==> src/rtl/mul8_seq_ctrl.sv <==
// Sequential 8x8 unsigned multiplier controller: time-shares an external 4x4 multiplier over PP0..PP3.
// Optional zero-nibble skipping is enabled by defining MUL8_SEQ_ZERO_SKIP_EN.
module mul8_seq_ctrl #(
    parameter bit HOLD_PRODUCT = 1'b1
) (
    input  logic        clk,
    input  logic        rst_n,
    input  logic        in_valid,
    output logic        in_ready,
    input  logic [7:0]  a,
    input  logic [7:0]  b,
    input  logic        flush,
    output logic [3:0]  mul_a,
    output logic [3:0]  mul_b,
    input  logic [7:0]  mul_p,
    output logic        out_valid,
    input  logic        out_ready,
    output logic [15:0] product,
    output logic        busy
);

    localparam int unsigned W_OP   = 8;
    localparam int unsigned W_NIB  = 4;
    localparam int unsigned W_PROD = 16;

    typedef enum logic [2:0] {
        S_IDLE = 3'd0,
        S_PP0  = 3'd1,
        S_PP1  = 3'd2,
        S_PP2  = 3'd3,
        S_PP3  = 3'd4,
        S_DONE = 3'd5
    } state_t;

    state_t              r_state;
    logic [W_OP-1:0]     r_a;
    logic [W_OP-1:0]     r_b;
    logic [W_PROD-1:0]   r_acc;
    logic [W_PROD-1:0]   r_product;
    logic                r_out_valid;
    logic                r_in_ready;
    logic                r_busy;
    logic [W_NIB-1:0]    r_mul_a;
    logic [W_NIB-1:0]    r_mul_b;

    logic [W_PROD-1:0]   w_pp;
    logic [W_PROD-1:0]   w_sum;
    logic [3:0]          w_nz_in;
    logic [3:0]          w_nz_reg;
    logic                w_accept;
    state_t              w_next_in;
    state_t              w_next_pp;

    // First PP state at or after index k whose nibble pair is enabled, else DONE.
    function automatic state_t f_next(input logic [2:0] k, input logic [3:0] nz);
        state_t s;
        s = S_DONE;
        for (int i = 3; i >= 0; i--) begin
            if (3'(i) >= k && nz[i]) s = state_t'(3'(i) + 3'd1);
        end
        return s;
    endfunction

    function automatic logic [W_NIB-1:0] f_mul_a(input state_t s, input logic [W_OP-1:0] x);
        case (s)
            S_PP0, S_PP2: return x[3:0];
            S_PP1, S_PP3: return x[7:4];
            default:      return '0;
        endcase
    endfunction

    function automatic logic [W_NIB-1:0] f_mul_b(input state_t s, input logic [W_OP-1:0] y);
        case (s)
            S_PP0, S_PP1: return y[3:0];
            S_PP2, S_PP3: return y[7:4];
            default:      return '0;
        endcase
    endfunction

`ifdef MUL8_SEQ_ZERO_SKIP_EN
    // Bit i set when partial product i has no zero nibble and must be computed.
    function automatic logic [3:0] f_nz(input logic [W_OP-1:0] x, input logic [W_OP-1:0] y);
        logic [3:0] nz;
        nz[0] = (|x[3:0]) && (|y[3:0]);
        nz[1] = (|x[7:4]) && (|y[3:0]);
        nz[2] = (|x[3:0]) && (|y[7:4]);
        nz[3] = (|x[7:4]) && (|y[7:4]);
        return nz;
    endfunction

    assign w_nz_in  = f_nz(a, b);
    assign w_nz_reg = f_nz(r_a, r_b);
`else
    assign w_nz_in  = 4'hF;
    assign w_nz_reg = 4'hF;
`endif

    // Partial product zero-extended and aligned for the current PP state.
    always_comb begin
        w_pp = '0;
        case (r_state)
            S_PP0:        w_pp = W_PROD'(mul_p);
            S_PP1, S_PP2: w_pp = W_PROD'(mul_p) << 4;
            S_PP3:        w_pp = W_PROD'(mul_p) << 8;
            default:      w_pp = '0;
        endcase
    end

    assign w_sum     = r_acc + w_pp;
    assign w_accept  = in_valid && r_in_ready && !flush;
    assign w_next_in = f_next(3'd0, w_nz_in);
    assign w_next_pp = f_next(r_state, w_nz_reg);

    always_ff @(posedge clk or negedge rst_n) begin
        if (!rst_n) begin
            r_state     <= S_IDLE;
            r_a         <= '0;
            r_b         <= '0;
            r_acc       <= '0;
            r_product   <= '0;
            r_out_valid <= 1'b0;
            r_in_ready  <= 1'b1;
            r_busy      <= 1'b0;
            r_mul_a     <= '0;
            r_mul_b     <= '0;
        end else begin
            case (r_state)
                S_IDLE: begin
                    if (w_accept) begin
                        r_a        <= a;
                        r_b        <= b;
                        r_acc      <= '0;
                        r_state    <= w_next_in;
                        r_mul_a    <= f_mul_a(w_next_in, a);
                        r_mul_b    <= f_mul_b(w_next_in, b);
                        r_in_ready <= 1'b0;
                        r_busy     <= 1'b1;
                        if (w_next_in == S_DONE) begin
                            r_product   <= '0;
                            r_out_valid <= 1'b1;
                        end
                    end
                end
                S_PP0, S_PP1, S_PP2, S_PP3: begin
                    if (flush) begin
                        r_state    <= S_IDLE;
                        r_acc      <= '0;
                        r_mul_a    <= '0;
                        r_mul_b    <= '0;
                        r_in_ready <= 1'b1;
                        r_busy     <= 1'b0;
                    end else begin
                        r_acc   <= w_sum;
                        r_state <= w_next_pp;
                        r_mul_a <= f_mul_a(w_next_pp, r_a);
                        r_mul_b <= f_mul_b(w_next_pp, r_b);
                        if (w_next_pp == S_DONE) begin
                            r_product   <= w_sum;
                            r_out_valid <= 1'b1;
                        end
                    end
                end
                S_DONE: begin
                    if (flush || out_ready) begin
                        r_state     <= S_IDLE;
                        r_out_valid <= 1'b0;
                        r_acc       <= '0;
                        r_in_ready  <= 1'b1;
                        r_busy      <= 1'b0;
                        if (!flush && !HOLD_PRODUCT) r_product <= '0;
                    end
                end
                default: begin
                    r_state     <= S_IDLE;
                    r_out_valid <= 1'b0;
                    r_in_ready  <= 1'b1;
                    r_busy      <= 1'b0;
                    r_mul_a     <= '0;
                    r_mul_b     <= '0;
                end
            endcase
        end
    end

    assign in_ready  = r_in_ready;
    assign out_valid = r_out_valid;
    assign product   = r_product;
    assign busy      = r_busy;
    assign mul_a     = r_mul_a;
    assign mul_b     = r_mul_b;

endmodule

==> config.mk <==
export PLATFORM = sky130hd
export DESIGN_NAME = mul8_seq_ctrl
export DESIGN_NICKNAME = d
export VERILOG_FILES = /design/src/rtl/mul8_seq_ctrl.sv
export SDC_FILE = /design/constraint.sdc
export NUM_CORES = 1
export LEC_CHECK = 0
export CAP_MARGIN = 20
export CORE_ASPECT_RATIO = 1.75
export CORE_MARGIN = 5
export CORE_UTILIZATION = 32
export CTS_BUF_LIST = sky130_fd_sc_hd__clkbuf_16
export DETAILED_ROUTE_END_ITERATION = 10
export MAX_ROUTING_LAYER = met4
export SLEW_MARGIN = 40
export SYNTH_ARGS = -nofsm -noshare
export SYNTH_HDL_FRONTEND = slang
export SYNTH_SLANG_ARGS = --single-unit
export TNS_END_PERCENT = 20
==> constraint.sdc <==
create_clock -name clk -period 5.59 [get_ports clk]
set_input_delay 1.677 -clock clk [delete_from_list [all_inputs] [get_ports clk]]
set_output_delay 1.677 -clock clk [all_outputs]
set_load 0.005 [all_outputs]
-- Word-level counts from Yosys, hierarchy flattened
Cells that the tools add are included.
- register bits: 62
- input bits: 29
- output and inout port bits: 27
- add/subtract/negate cells: 1
- magnitude comparators: 4
- eq/ne operators: 15
- mux-type cells: 32
- bitwise operators: 3
- reductions and logical operators: 19
- operator list (kind ; number):
    one-hot mux 16 bit (3 select lines) ; 2
    two-way mux 16 bit ; 3
    one-hot mux 4 bit (3 select lines) ; 2
    two-way mux 3 bit ; 6
    adder 16 bit ; 1
    two-way mux 4 bit ; 4
    one-hot mux 4 bit (2 select lines) ; 2
    equality test 3 x 2 -> 1 bit (second input constant) ; 4
    equality test 3 bit (second input constant) ; 4
    inequality test 2 bit (second input constant) ; 5
    OR reduction 2 bit ; 5
    two-way mux 1 bit ; 9
    one-hot mux 1 bit (3 select lines) ; 3
    one-hot mux 3 bit (3 select lines) ; 1
    AND reduction 3 bit ; 3
    equality test 3 x 1 -> 1 bit (second input constant) ; 2
    >= comparator 1 x 3 -> 1 bit (first input constant) ; 2
    >= comparator 2 x 3 -> 1 bit (first input constant) ; 2
    AND reduction 2 bit ; 3
    AND reduction 4 bit ; 1
    OR reduction 4 bit ; 1
    zero test 3 bit ; 1
    inverter 1 bit ; 3
    nonzero test 3 bit ; 1
    3 further kinds ; 4

-- Depth between registers and ports, before layout
Gate-level depths: netlist of run 1.
- word-level depth: 10
- mapped depth: 13

-- Worst setup path after synthesis of run 1
Ideal clock, no wire load.
- path kind: in2reg
- start point: in mul_p[0]
- end point: reg r_product[12] (netlist: product[12])
- setup time: 0.131 ns
- data arrival time: 3.585 ns
- required time: 5.459 ns
- path slack: 1.874 ns
- cell stages on the path: 10
- cells stage by stage: and2_1 > ha_1 > fa_1 > a211oi_1 > o21ai_2 > a41oi_2 > o21bai_1 > a21o_1 > xnor2_2 > o21ai_1
- word-level cells in the longest chain between the ends: 2
- ends and longest elaborated chain (item ; line ; RTL):
    start, declared ; 15 ; input logic [7:0] mul_p,
    one-hot mux 16 bit (3 select lines) ; 101 ; case (r_state)
    adder 16 bit ; 109 ; assign w_sum = r_acc + w_pp;
    end signal, assigned ; 158 ; r_product <= w_sum;
    end, declared ; 39 ; logic [W_PROD-1:0] r_product;
No other way between the ends.
A chain may end at the register's enable or synchronous reset.

-- Worst setup path after layout of run 1
- start point: in mul_p[0]
- end point: reg r_acc[12]
- word-level cells in the longest chain between the ends: 4
- ends and longest elaborated chain (item ; line ; RTL):
    one-hot mux 16 bit (3 select lines) ; 101 ;
    adder 16 bit ; 109 ;
    two-way mux 16 bit ; 145 ; if (flush) begin
    one-hot mux 16 bit (3 select lines) ; 127 ; case (r_state)
    end signal, assigned ; 153 ; r_acc <= w_sum;
    end, declared ; 38 ; logic [W_PROD-1:0] r_acc;
No other way between the ends.

==> results.toml, run 1 <==
[pwr]
p_comb_share_pct = 43.6
power_frac_clock_pct = 22.1
p_sw_share_pct = 38.3
peakVddDrop_v = 0.000254
p_int_w = 0.00138
power_leakage_nw = 1.93
p_per_area_mw_per_mm2 = 514
p_switching_w = 0.000860
sequentialPowerShare_pct = 34.2

[sta]
hold_viol = 0
period_share_pct = 73.2
period_needed_ns = 4.09
layout_setup_ws_ns = 1.50
setup_violations = 0
rsz0062_at_grt = "no"
slew_headroom_pct = 48.0
clock_skew_ns = 0.00355
final_max_slew_viol_count = 0
clock.fmax_ghz = 0.244
fin_setup_tns_ns = 0
worst-slew-pin-transition_ns = 0.780

[cts]
ctsHoldBuffers = 0
cts_tree = "built"
post-cts-setup-buffer-count = 0
cts_htree_levels = 3
postCtsResizedCells = 0
cts_buffers = 9
ctsRootBufferMaster = "clkbuf_16"
clock_path_buffers = 2
insertion_delay_ns = 0.33
cts_sinks = 62
clk_pin_slew_worst_paths_ns = 0.05

[outcome]
status = "finished, final reports clean"

[floorplanning]
io_pins = 56
coreArea_mm2 = 0.0106
die-area_mm2 = 0.0130
die_x_um = 88.2
row_count = 50
start_util_pct = 32.4
die_y_um = 147

[worst_hold_path]
min_path_type = "reg2reg"

[critical_path]
worstPathRequired_ns = 5.79
cp-endpoint = "r_acc[12]"
max_stage_delay_ns = 0.44
critPathKind = "in2reg"
reg2reg_from = "r_state[2]"
crit_path_max_fanout = 3
worstSetupEndpointType = "flip-flop"
crit_chain = "clkdlybuf4s50_1, and2_1, ha_1, fa_1, a211oi_1, o21ai_2, a41oi_2, o21bai_1, a21o_1, xnor2_2, o21ai_1"
crit_slowest_cell = "clkdlybuf4s50_1"
reg2reg_depth = 11
worst-r2r-setup-slack_ns = 2.23
crit_start = "mul_p[0]"
arrival_ns = 4.29
worstSetupStartpointType = "primary input"
r2r_end = "r_acc[12]"

[run]
maxCapViolations = 0

[route]
drt-pass1-iter-count = 4
drcViolationCount = 0
vias_per_cell = 5.18
ant_nets = 0
routed_wirelength_um = 8490
wl_per_cell_um = 16.2
drt-initial-drc-count = 152
num_vias = 2712

[synthesis]
postSynth.asyncResetShare_pct = 100
yosys-top-cells-count = "dfrtp_1, nand2_1, o21ai_0"
synth-edff-count = 0
syn_area_mm2 = 0.00343
synth.area.top_cells = "dfrtp_1, mux2_2, ha_1"
synth.net_count = 381
synth-seq-cells = 62
avgSynthCellArea_um2 = 10.2
synth_most_common_cell = "dfrtp_1"
ys_warn_count = 0
synth_cell_types = 47
ys.flop_type = "dfrtp_1"
yosysSeqAreaShare_pct = 45.3
syn_inst = 336
netlist.area_leader.share_pct = 44.6
yosysTopAreaCell = "dfrtp_1"

[finish]
layout.nets = 434
final_cells = 524
layout-drive-gt1-share_pct = 12.9
fill_cells = 1023
diodes = 0
syn2layout_area_growth_pct = 27.4

[global_route]
grt.overflow.total = 0
grt_pass1_wl_um = 14500
grt_usage_pct = 14.8
grt_pass1_vias = 2973
antenna_found_initial = 0
grt_start_max_net_pins = 53

[placed_design]
io_buffers = 55
hpwl_um = 6490
pre_cts_ws_ns = 1.18
gp_congestion = 0.878
place_inst = 508
[power groups by stage]
stage	clock network, W	registers (W)	logic [W]
after detailed placement	0	0.000772	0.000997
after CTS	0.000508	0.000768	0.00100
after floorplan	0	0.000708	0.000695
final	0.000496	0.000768	0.000979
after global routing	0.000530	0.000797	0.00111
after global placement	0	0.000767	0.000976
[kinds of logic (layout without fill, tap and decap cells)]
family / Yosys count / after routing / synth area share (%)
flip-flops: 62 / 62 / 45.3
adder cells (fa/ha/maj): 16 / 16 / 6.06
multiplexers: 27 / 27 / 8.58
buffers and inverters: 20 / 78 / 2.41
AO/OA/AOI/OAI: 106 / 106 / 21.2
XOR/XNOR: 16 / 16 / 4.31
AND/OR/NAND/NOR: 89 / 89 / 12.1
[state kept, by name, indices dropped and copies added (netlist names)]
signal,count
busy,1
in_ready,1
mul_a,4
mul_b,4
out_valid,1
product,16
r_a,8
r_acc,16
r_b,8
r_state,3
[through the flow]
step | power (W) | area, µm² | hold WS (ns) | util (%)
after floorplan | 0.00140 | 3430 | 0.456 | -
after global placement | 0.00174 | 4090 | 0.459 | 38.7
after detailed placement | 0.00177 | 4100 | 0.462 | 38.7
after CTS | 0.00228 | 4360 | 0.471 | 41.3
after global routing | 0.00243 | 4360 | 0.513 | 41.3
final | 0.00224 | 4360 | 0.470 | 41.3
[critical path, delay by kind of cell]
kind | cells | cell delay, ns
compound gates | 6 | 1.21
xor+xnor | 1 | 0.16
fa+ha+maj | 2 | 0.64
buf+inv | 1 | 0.44
simple gates | 1 | 0.16
[routing by layer]
layer  track usage [%]  wire length [µm]  up-vias
met5                 -                 0        -
met4              6.81               266        0
met3              2.86               354       20
met2              26.0              4700       68
met1              15.4              3170     1304
li1                  -                 -     1320
[layout make-up]
type	count	area, µm²	area share, %
Multi-Input combinational cell	254	1800	41.2
Tap cell	130	163	3.73
Timing Repair Buffer	58	568	13.0
Clock inverter	7	42.5	0.975
Inverter	4	15.0	0.344
Sequential cell	62	1550	35.6
Clock buffer	9	225	5.16
[cells in the final DEF, fill, tap and decap left out, types with 2 or more instances in the layout]
cell / instances
a211oi_1: 3
a21o_1: 11
a21oi_1: 15
a22o_1: 11
a22oi_1: 4
a32o_1: 4
and2_1: 4
and3_1: 4
buf_4: 3
clkbuf_16: 9
clkdlybuf4s50_1: 54
clkinv_2: 3
clkinvlp_4: 2
dfrtp_1: 60
ha_1: 15
inv_1: 5
mux2_2: 19
mux2i_1: 8
nand2_1: 43
nand3_1: 4
nand3b_1: 4
nor2_1: 18
nor2b_1: 3
nor3_1: 3
o21a_1: 2
o21ai_0: 29
o21ai_1: 10
o21ai_2: 3
o21bai_1: 3
o31ai_1: 2
xnor2_1: 7
xor2_1: 8
[worst min-delay path by stage]
stage | slack, ns | depth (start not counted) | to | start
2_1_floorplan | 0.46 | 2 | r_acc[10] | r_acc[10]
3_3_place_gp | 0.46 | 2 | in_ready | in_ready
3_5_place_dp | 0.46 | 2 | in_ready | in_ready
4_1_cts | 0.47 | 2 | in_ready | in_ready
5_1_grt | 0.51 | 2 | in_ready | in_ready
6_report | 0.47 | 2 | in_ready | in_ready
No activity file was read; power rests on OpenSTA's default activity.
==> inputs of run 2 (changes only) <==
==> constraint.sdc (replaced) <==
create_clock -name clk -period 4.1 [get_ports clk]
set_input_delay 1.23 -clock clk [delete_from_list [all_inputs] [get_ports clk]]
set_output_delay 1.23 -clock clk [all_outputs]
set_load 0.005 [all_outputs]
==> results.toml, run 2 (same netlist as run 1, synthesis figures left out) <==
[sta]
clock.fmax_ghz = 0.275
clock_skew_ns = 0.0100
layout_setup_ws_ns = 0.457
hold_viol = 0
setup_violations = 0
whs_ns = 0.477
period_needed_ns = 3.64
worst-slew-pin-transition_ns = 0.697
final_max_slew_viol_count = 0
fin_setup_tns_ns = 0
period_share_pct = 88.8
rsz0062_at_grt = "no"
slew_headroom_pct = 53.6

[pwr]
peakVddDrop_v = 0.000374
power_w = 0.00329
power_leakage_nw = 1.98
p_per_area_mw_per_mm2 = 735

[placed_design]
gp_congestion = 0.905
pre_cts_ws_ns = 0.122
io_buffers = 55
hpwl_um = 6670

[critical_path]
r2r_end = "r_acc[12]"
crit_path_max_fanout = 3
worstSetupEndpointType = "flip-flop"
reg2reg_from = "r_state[0]"
critPathKind = "in2reg"
reg2reg_depth = 10
arrival_ns = 3.84
crit_start = "mul_p[0]"
worstPathRequired_ns = 4.30
worstSetupStartpointType = "primary input"
cp-endpoint = "r_acc[12]"
worst-r2r-setup-slack_ns = 0.78

[global_route]
grt_start_max_net_pins = 33
grt_pass1_vias = 2943
antenna_found_initial = 0
grt_usage_pct = 14.7
grt.overflow.total = 0
grt_pass1_wl_um = 14300

[cts]
clock_path_buffers = 2
cts_tree = "built"
cts_buffers = 9
clk_pin_slew_worst_paths_ns = 0.05
cts_sinks = 62
cts_htree_levels = 3
ctsRootBufferMaster = "clkbuf_16"
postCtsResizedCells = 0
ctsHoldBuffers = 0
insertion_delay_ns = 0.34
post-cts-setup-buffer-count = 0

[finish]
layout.nets = 437
layout-drive-gt1-share_pct = 13.6
syn2layout_area_growth_pct = 30.6
layout_commonest_cell = "dfrtp_1"
diodes = 0
fill_cells = 1028
layout_common_cells = "dfrtp_1, clkdlybuf4s50_1, nand2_1"

[route]
routed_wirelength_um = 8520
wl_per_cell_um = 16.2
vias_per_cell = 5.16
drcViolationCount = 0
num_vias = 2717
drt-pass1-iter-count = 4
ant_nets = 0
drt-initial-drc-count = 127

[outcome]
status = "finished, final reports clean"

[floorplanning]
coreArea_mm2 = 0.0106
die_y_um = 147
io_pins = 56
start_util_pct = 32.4
row_count = 50
die_x_um = 88.2
die-area_mm2 = 0.0130

[run]
maxCapViolations = 0

[worst_hold_path]
min_path_type = "reg2reg"
==> run 2: worst min-delay path by stage <==
stage | from | cells past startpoint | slack, ns | to
2_1_floorplan | r_acc[10] | 2 | 0.46 | r_acc[10]
3_3_place_gp | in_ready | 2 | 0.46 | in_ready
3_5_place_dp | busy | 1 | 0.47 | busy
4_1_cts | in_ready | 2 | 0.48 | in_ready
5_1_grt | product[2] | 2 | 0.51 | product[2]
6_report | product[9] | 2 | 0.48 | product[9]
==> run 2: worst max-delay path: stages <==
cell and delay, ns:
clkdlybuf4s50_1 0.44, and2_1 0.15, ha_1 0.21, fa_1 0.43, a211oi_1 0.38, o21ai_2 0.13, a41oi_2 0.35, o21bai_1 0.10
a21o_1 0.21, xnor2_2 0.14, o21ai_1 0.07
==> run 2: metal layers <==
layer	global-route usage, %	vias up	share of wire [%]
li1	-	1322	-
met1	14.9	1297	38
met2	25.1	73	54
met3	3.65	25	4.3
met4	7.94	0	4.0
met5	-	-	0
==> run 2: stage by stage <==
| step | cell area (µm²) | std cells | util [%] |
|---|---|---|---|
| 2_1_floorplan | 3430 | 336 | - |
| 3_3_place_gp | 4110 | 511 | 38.9 |
| 3_5_place_dp | 4120 | 511 | 38.9 |
| 4_1_cts | 4470 | 527 | 42.2 |
| 5_1_grt | 4470 | 527 | 42.3 |
| 6_report | 4470 | 527 | 42.3 |
==> run 2: area by class of cell <==
type | instances | area, µm² | area share, %
clock inverter | 7 | 123 | 2.74
sequential | 62 | 1550 | 34.7
tap | 130 | 163 | 3.64
inverter | 4 | 15.0 | 0.336
clock buffer | 9 | 225 | 5.03
timing repair buffer | 61 | 591 | 13.2
multi-input combinational | 254 | 1800 | 40.3
==> run 2: report_power, final <==
part,internal (W),switching (W)
Sequential,0.000847,0.000174
Combinational,0.000648,0.000737
Clock,0.000595,0.000288
==> inputs of run 3 (changes only) <==
--- a/config.mk
+++ b/config.mk
@@ -16,4 +16,3 @@
 export SYNTH_ARGS = -nofsm -noshare
 export SYNTH_HDL_FRONTEND = slang
 export SYNTH_SLANG_ARGS = --single-unit
-export TNS_END_PERCENT = 20
==> results of run 3 <==
Final layout, timing and power as in run 2 (identical DEF).
